--- src/rtl/i2c_apb_multi_hub.sv ---
// Purpose: APB slave that fans out to NUM_CH downstream I2C APB ports and hosts hub IRQ registers.
// Latency: channel access 4 cycles counting the setup cycle (ready already high); hub register or decode error 2 cycles.
// Backpressure: upstream waits on apb_ready until ch_ready or timeout; one transfer in flight, no queuing.
module i2c_apb_multi_hub #(
  parameter int NUM_CH       = 4,
  parameter int CH_ADDR_BITS = 8,
  parameter int TIMEOUT_CYC  = 16
) (
  input  logic                    clk,
  input  logic                    resetn,
  input  logic                    apb_sel,
  input  logic                    apb_en,
  input  logic                    apb_write,
  input  logic [31:0]             apb_addr,
  input  logic [31:0]             apb_wdata,
  output logic                    apb_ready,
  output logic [31:0]             apb_rdata,
  output logic                    apb_slverr,
  output logic [NUM_CH-1:0]       ch_sel,
  output logic                    ch_en,
  output logic                    ch_write,
  output logic [CH_ADDR_BITS-1:0] ch_addr,
  output logic [31:0]             ch_wdata,
  input  logic [NUM_CH-1:0]       ch_ready,
  input  logic [NUM_CH*32-1:0]    ch_rdata,
  input  logic [NUM_CH-1:0]       ch_irq,
  output logic                    irq
);

  typedef enum logic [1:0] {IDLE, CSETUP, CACCESS, DONE} state_t;

  localparam logic [3:0] HUB_SLOT = 4'hF;

  state_t                  state_q, state_d;
  logic [3:0]              slot_q, slot_d;
  logic                    write_q, write_d;
  logic [CH_ADDR_BITS-1:0] addr_q, addr_d;
  logic [31:0]             wdata_q, wdata_d;
  logic [7:0]              cnt_q, cnt_d;
  logic                    ready_d, err_d, en_d;
  logic [31:0]             rdata_d;
  logic [NUM_CH-1:0]       sel_d;

  logic [NUM_CH-1:0]       pend_q, mask_q, irq_prev_q;
  logic [NUM_CH-1:0]       w1c, rise;

  logic                    setup, hub_acc;
  logic [3:0]              up_slot;
  logic [7:0]              hub_off;
  logic [31:0]             hub_rdata;
  logic [NUM_CH-1:0]       up_oh, slot_oh;
  logic                    sel_ready;
  logic [31:0]             sel_rdata;
  logic                    unused_addr_hi;

  // A transfer only starts from a genuine setup phase, so a lingering access phase never retriggers.
  assign setup          = apb_sel & ~apb_en;
  assign up_slot        = apb_addr[CH_ADDR_BITS+3:CH_ADDR_BITS];
  assign hub_off        = apb_addr[7:0];
  assign hub_acc        = (state_q == IDLE) && setup && (up_slot == HUB_SLOT);
  assign unused_addr_hi = &{1'b0, apb_addr[31:CH_ADDR_BITS+4]};

  // Downstream address/data/direction come straight from the latched request, stable for the whole transfer.
  assign ch_write = write_q;
  assign ch_addr  = addr_q;
  assign ch_wdata = wdata_q;

  assign rise = ch_irq & ~irq_prev_q;
  assign w1c  = (hub_acc && apb_write && (hub_off == 8'h00)) ? apb_wdata[NUM_CH-1:0] : '0;

  // Slot decode: one-hot of the incoming slot, and ready/rdata mux for the latched slot.
  always_comb begin
    up_oh     = '0;
    slot_oh   = '0;
    sel_ready = 1'b0;
    sel_rdata = '0;
    for (int k = 0; k < NUM_CH; k++) begin
      if (up_slot == 4'(k)) begin
        up_oh[k] = 1'b1;
      end
      if (slot_q == 4'(k)) begin
        slot_oh[k] = 1'b1;
        sel_ready  = ch_ready[k];
        sel_rdata  = ch_rdata[32*k +: 32];
      end
    end
  end

  // Hub register read mux; unmapped offsets and unused upper bits read 0.
  always_comb begin
    hub_rdata = '0;
    case (hub_off)
      8'h00:   hub_rdata[NUM_CH-1:0] = pend_q;
      8'h04:   hub_rdata[NUM_CH-1:0] = mask_q;
      8'h08:   hub_rdata[NUM_CH-1:0] = ch_irq;
      8'h0C:   hub_rdata[7:0]        = {4'(NUM_CH), 4'h1};
      default: hub_rdata             = '0;
    endcase
  end

  // Next-state and next-output logic; outputs are computed for the state being entered so the registers line up with it.
  always_comb begin
    state_d = state_q;
    slot_d  = slot_q;
    write_d = write_q;
    addr_d  = addr_q;
    wdata_d = wdata_q;
    cnt_d   = cnt_q;
    ready_d = 1'b0;
    err_d   = 1'b0;
    rdata_d = '0;
    sel_d   = '0;
    en_d    = 1'b0;
    case (state_q)
      IDLE: begin
        if (setup) begin
          slot_d  = up_slot;
          write_d = apb_write;
          addr_d  = apb_addr[CH_ADDR_BITS-1:0];
          wdata_d = apb_wdata;
          if (|up_oh) begin
            state_d = CSETUP;
            sel_d   = up_oh;
          end else if (up_slot == HUB_SLOT) begin
            state_d = DONE;
            ready_d = 1'b1;
            rdata_d = hub_rdata;
          end else begin
            state_d = DONE;
            ready_d = 1'b1;
            err_d   = 1'b1;
          end
        end
      end
      CSETUP: begin
        state_d = CACCESS;
        sel_d   = slot_oh;
        en_d    = 1'b1;
        cnt_d   = '0;
      end
      CACCESS: begin
        if (sel_ready) begin
          state_d = DONE;
          ready_d = 1'b1;
          rdata_d = write_q ? 32'h0 : sel_rdata;
        end else if (cnt_q == 8'(TIMEOUT_CYC - 1)) begin
          // Last allowed access cycle passed without ready: abandon the channel.
          state_d = DONE;
          ready_d = 1'b1;
          err_d   = 1'b1;
        end else begin
          sel_d = slot_oh;
          en_d  = 1'b1;
          cnt_d = cnt_q + 8'd1;
        end
      end
      DONE: begin
        state_d = IDLE;
      end
      default: begin
        state_d = IDLE;
      end
    endcase
  end

  // State, latched request and registered bus outputs.
  always_ff @(posedge clk or negedge resetn) begin
    if (!resetn) begin
      state_q    <= IDLE;
      slot_q     <= '0;
      write_q    <= 1'b0;
      addr_q     <= '0;
      wdata_q    <= '0;
      cnt_q      <= '0;
      apb_ready  <= 1'b0;
      apb_rdata  <= '0;
      apb_slverr <= 1'b0;
      ch_sel     <= '0;
      ch_en      <= 1'b0;
    end else begin
      state_q    <= state_d;
      slot_q     <= slot_d;
      write_q    <= write_d;
      addr_q     <= addr_d;
      wdata_q    <= wdata_d;
      cnt_q      <= cnt_d;
      apb_ready  <= ready_d;
      apb_rdata  <= rdata_d;
      apb_slverr <= err_d;
      ch_sel     <= sel_d;
      ch_en      <= en_d;
    end
  end

  // Interrupt aggregator: edge-detected pending bits (set beats W1C), mask, registered irq.
  always_ff @(posedge clk or negedge resetn) begin
    if (!resetn) begin
      irq_prev_q <= '0;
      pend_q     <= '0;
      mask_q     <= '0;
      irq        <= 1'b0;
    end else begin
      irq_prev_q <= ch_irq;
      pend_q     <= (pend_q & ~w1c) | rise;
      if (hub_acc && apb_write && (hub_off == 8'h04)) begin
        mask_q <= apb_wdata[NUM_CH-1:0];
      end
      irq <= |(pend_q & mask_q);
    end
  end

endmodule

--- config.mk ---
export PLATFORM = sky130hd
export DESIGN_NAME = i2c_apb_multi_hub
export DESIGN_NICKNAME = d
export VERILOG_FILES = /design/src/rtl/i2c_apb_multi_hub.sv
export SDC_FILE = /design/constraint.sdc
export NUM_CORES = 1
export LEC_CHECK = 0
export ABC_AREA = 0
export ABC_CLOCK_PERIOD_IN_PS = 4500
export CORE_AREA = 2 2 127 129
export CTS_CLUSTER_DIAMETER = 30
export DETAILED_ROUTE_END_ITERATION = 8
export DIE_AREA = 0 0 129 131
export PLACE_DENSITY = 0.67
export SYNTH_ARGS = -nofsm -noshare
export SYNTH_HDL_FRONTEND = slang
export SYNTH_SLANG_ARGS = --single-unit
--- constraint.sdc ---
create_clock -name clk -period 4.5 [get_ports clk]
set_clock_uncertainty 0.2 [all_clocks]
set_input_delay 0.9 -clock clk [delete_from_list [all_inputs] [get_ports clk]]
set_output_delay 0.9 -clock clk [all_outputs]
set_load 0.02 [all_outputs]
==> flow_summary.ini <==
[worst_setup_path]
worstPathCellList = clkdlybuf4s50_1, nor2_1, o21ai_0, a31oi_1, buf_4, or3_1, buf_4, a211oi_2
cp_num_buf_inv = 3
critical_path_required_ns = 4.57
cpMostUsedCell = buf_4
cpPeakStageDelay_ns = 0.74
cp_top_family = buffers and inverters
slowest_stage = or3_1
endpoint_kind = flip-flop
cp-start-kind = input port
path_class = in2reg
crit_fanout = 21
cp.arrival_ns = 3.26

[cells_and_area]
final_util_pct = 53.8
fin_nets = 891
fill_cells = 1376
layout-drive-gt1-share_pct = 13.8
syn_to_final_growth_pct = 60.6
n_antenna_cell = 0
layout.cells.non_filler = 902

[power]
p_comb_share_pct = 49.7
clkPwrFrac_pct = 18.3
finalPower_mw = 4.28
p_per_area_mw_per_mm2 = 510
ir_worst_vdd_mv = 0.296
p_switching_mw = 1.66
switching_share_pct = 38.8
p_int_mw = 2.62
pwr-share-seq_pct = 31.9
p_leak_nw = 3.44

[floorplan]
coreArea_mm2 = 0.0156
initial_utilization_pct = 33.5
io_pins = 286
die_area_mm2 = 0.0169
die_h_um = 131
die_x_um = 129
rows = 46

[grt]
antenna_found_initial = 0
grtUsageMet1_pct = 23.6
first_global_vias = 4703
met3_usage_pct = 5.66
grt-ovfl-total = 0
grt.busiest_layer = met2
grt_usage_pct = 19.4
grt_pass1_wl_um = 25100
grt_max_degree = 67
grt_util_met2_pct = 32.5

[detailed_routing]
wl_per_cell_um = 18.8
drc_errors = 0
route.vias.total = 4642
drtAntennaViolNets = 0
viasPerCell = 5.15
drtPass1Iterations = 4
routed_wl_um = 16900
drt_iter0_drc = 183

[yosys]
seq_area_frac_synth_pct = 51.3
ys_top_cells_by_count = dfrtp_1 (107), mux2_2 (40), mux2i_1 (36)
synth_cells = 428
synth-edff-count = 0
synth_seq_cells = 107
ys_async_sr_fraction_pct = 100
synth_top_area_share_pct = 51.3
avgSynthCellArea_um2 = 12.2
ys_warn_count = 0
yosysMostFrequentCell = dfrtp_1
synth_top_area_cell = dfrtp_1
synth_cell_types = 49
synthFlopType = dfrtp_1
syn_nets = 638
synth.cell_area_mm2 = 0.00522
synth.area.top_cells = dfrtp_1 (51%), mux2_2 (8.6%), mux2i_1 (6.9%)

[sta]
tightest_slew_ns = 1.09
rsz0062_at_grt = false
hold_viol = 0
slew_headroom_pct = 27.3
finalWorstPathRequiredPeriod_ns = 3.20
setup_viol = 0
slew_violations = 0
fmax_mhz = 313
fin_ws_ns = 1.30
setup_tns_ns = 0
post-route-period-util_pct = 71.0

[status]
status = completed

[clock_tree]
cts_buffers = 9
cts.path.max_buffers = 2
cts_sinks = 107
clock_latency_ns = 0.35
ctsHoldBuffers = 0
htree_num_levels = 3
cts.clk_slew.worst_paths_ns = 0.08
cts_tree = done
ctsResizeCount = 0
cts_setup_buffers = 0
cts_root_buffer = clkbuf_16

[placed_design]
preCtsSetupSlack_ns = 0.953
dpl.cell_count = 886
dp_hpwl_um = 12600
port_buffers = 265
gp_congestion = 0.793

[worst_hold_path]
hp-class = reg2reg

[run]
max_cap_viol_count = 0
worst paths after layout:
check                      cells past startpoint  slack [ns]         from      endpoint
max in group asynchronous                      2        2.82       resetn  ch_wdata[14]
min in group asynchronous                      1        0.45       resetn     slot_q[3]
hold / removal                                 1        0.30  ch_wdata[3]   ch_wdata[3]
setup / recovery                               8        1.30  ch_ready[0]  apb_rdata[5]
setup reg to reg                               5        1.57    slot_q[0]  apb_rdata[1]
hold reg to reg                                1        0.30  ch_wdata[3]   ch_wdata[3]
layout by cell type (no fill, tap or decap), types with 3 or more instances in the layout:
master,Yosys,routed
clkdlybuf4s50_1,0,264
nor3_1,4,4
nand2b_1,6,6
o21ai_0,7,7
a22o_1,8,8
mux2i_1,36,36
nand3b_1,3,3
nor2b_1,3,3
clkbuf_16,0,9
a211oi_1,7,7
mux2_2,40,40
nor2_1,11,11
nand2_1,22,22
nand3_1,3,3
o22ai_1,3,3
mux2_1,9,9
ha_1,5,5
o221ai_1,4,4
nand4_1,5,5
and3_1,9,9
inv_1,12,12
dfrtp_1,107,106
o311ai_1,4,4
a211oi_2,20,20
a221oi_1,32,32
a21oi_1,6,6
buf_4,0,10
flip-flops by register name, summed over array words and instances (netlist names):
signal / cells
apb_rdata: 32
apb_ready: 1
apb_slverr: 1
ch_addr: 8
ch_en: 1
ch_sel: 4
ch_wdata: 32
ch_write: 1
cnt_q: 8
irq: 1
irq_prev_q: 4
mask_q: 4
pend_q: 4
slot_q: 4
state_q: 2
metrics by stage:
| stage | area, um2 | hold slack [ns] |
|---|---|---|
| 6_report | 8390 | 0.296 |
| 5_1_grt | 8390 | 0.319 |
| 4_1_cts | 8390 | 0.299 |
| 3_5_place_dp | 8090 | 0.281 |
| 3_3_place_gp | 8090 | 0.277 |
| 2_1_floorplan | 5220 | 0.277 |
cell type report:
type | instances | area (um2) | share of cell area, %
Clock buffer | 9 | 225 | 2.69
Clock inverter | 7 | 71.3 | 0.850
Inverter | 13 | 48.8 | 0.582
Multi-Input combinational cell | 276 | 2370 | 28.3
Sequential cell | 107 | 2680 | 31.9
Tap cell | 216 | 270 | 3.22
Timing Repair Buffer | 274 | 2720 | 32.4
power by group through the flow:
stage	combinational [mW]	clock, mW	sequential [mW]
floorplan	0.973	0	1.63
global placement	2.11	0	1.37
detailed placement	2.15	0	1.38
CTS	2.16	0.817	1.37
global route	2.29	0.853	1.40
finish	2.13	0.784	1.37
cell families after synthesis:
| kind of cell | share of synthesized area, % |
|---|---|
| muxes | 17.5 |
| DFF | 51.3 |
| buffers and inverters | 3.57 |
| adders and majority gates | 1.20 |
| and+or+nand+nor | 8.82 |
| AOI/OAI and AO/OA | 17.7 |
per-layer routing:
layer / wire [um] / share of wire (%) / vias up
met2: 8240 / 49 / 207
met3: 1410 / 8.3 / 28
met5: 0 / 0 / -
met4: 425 / 2.5 / 0
met1: 6870 / 41 / 2256
li1: - / - / 2151
Note: power is estimated with default switching activity, not from simulation.
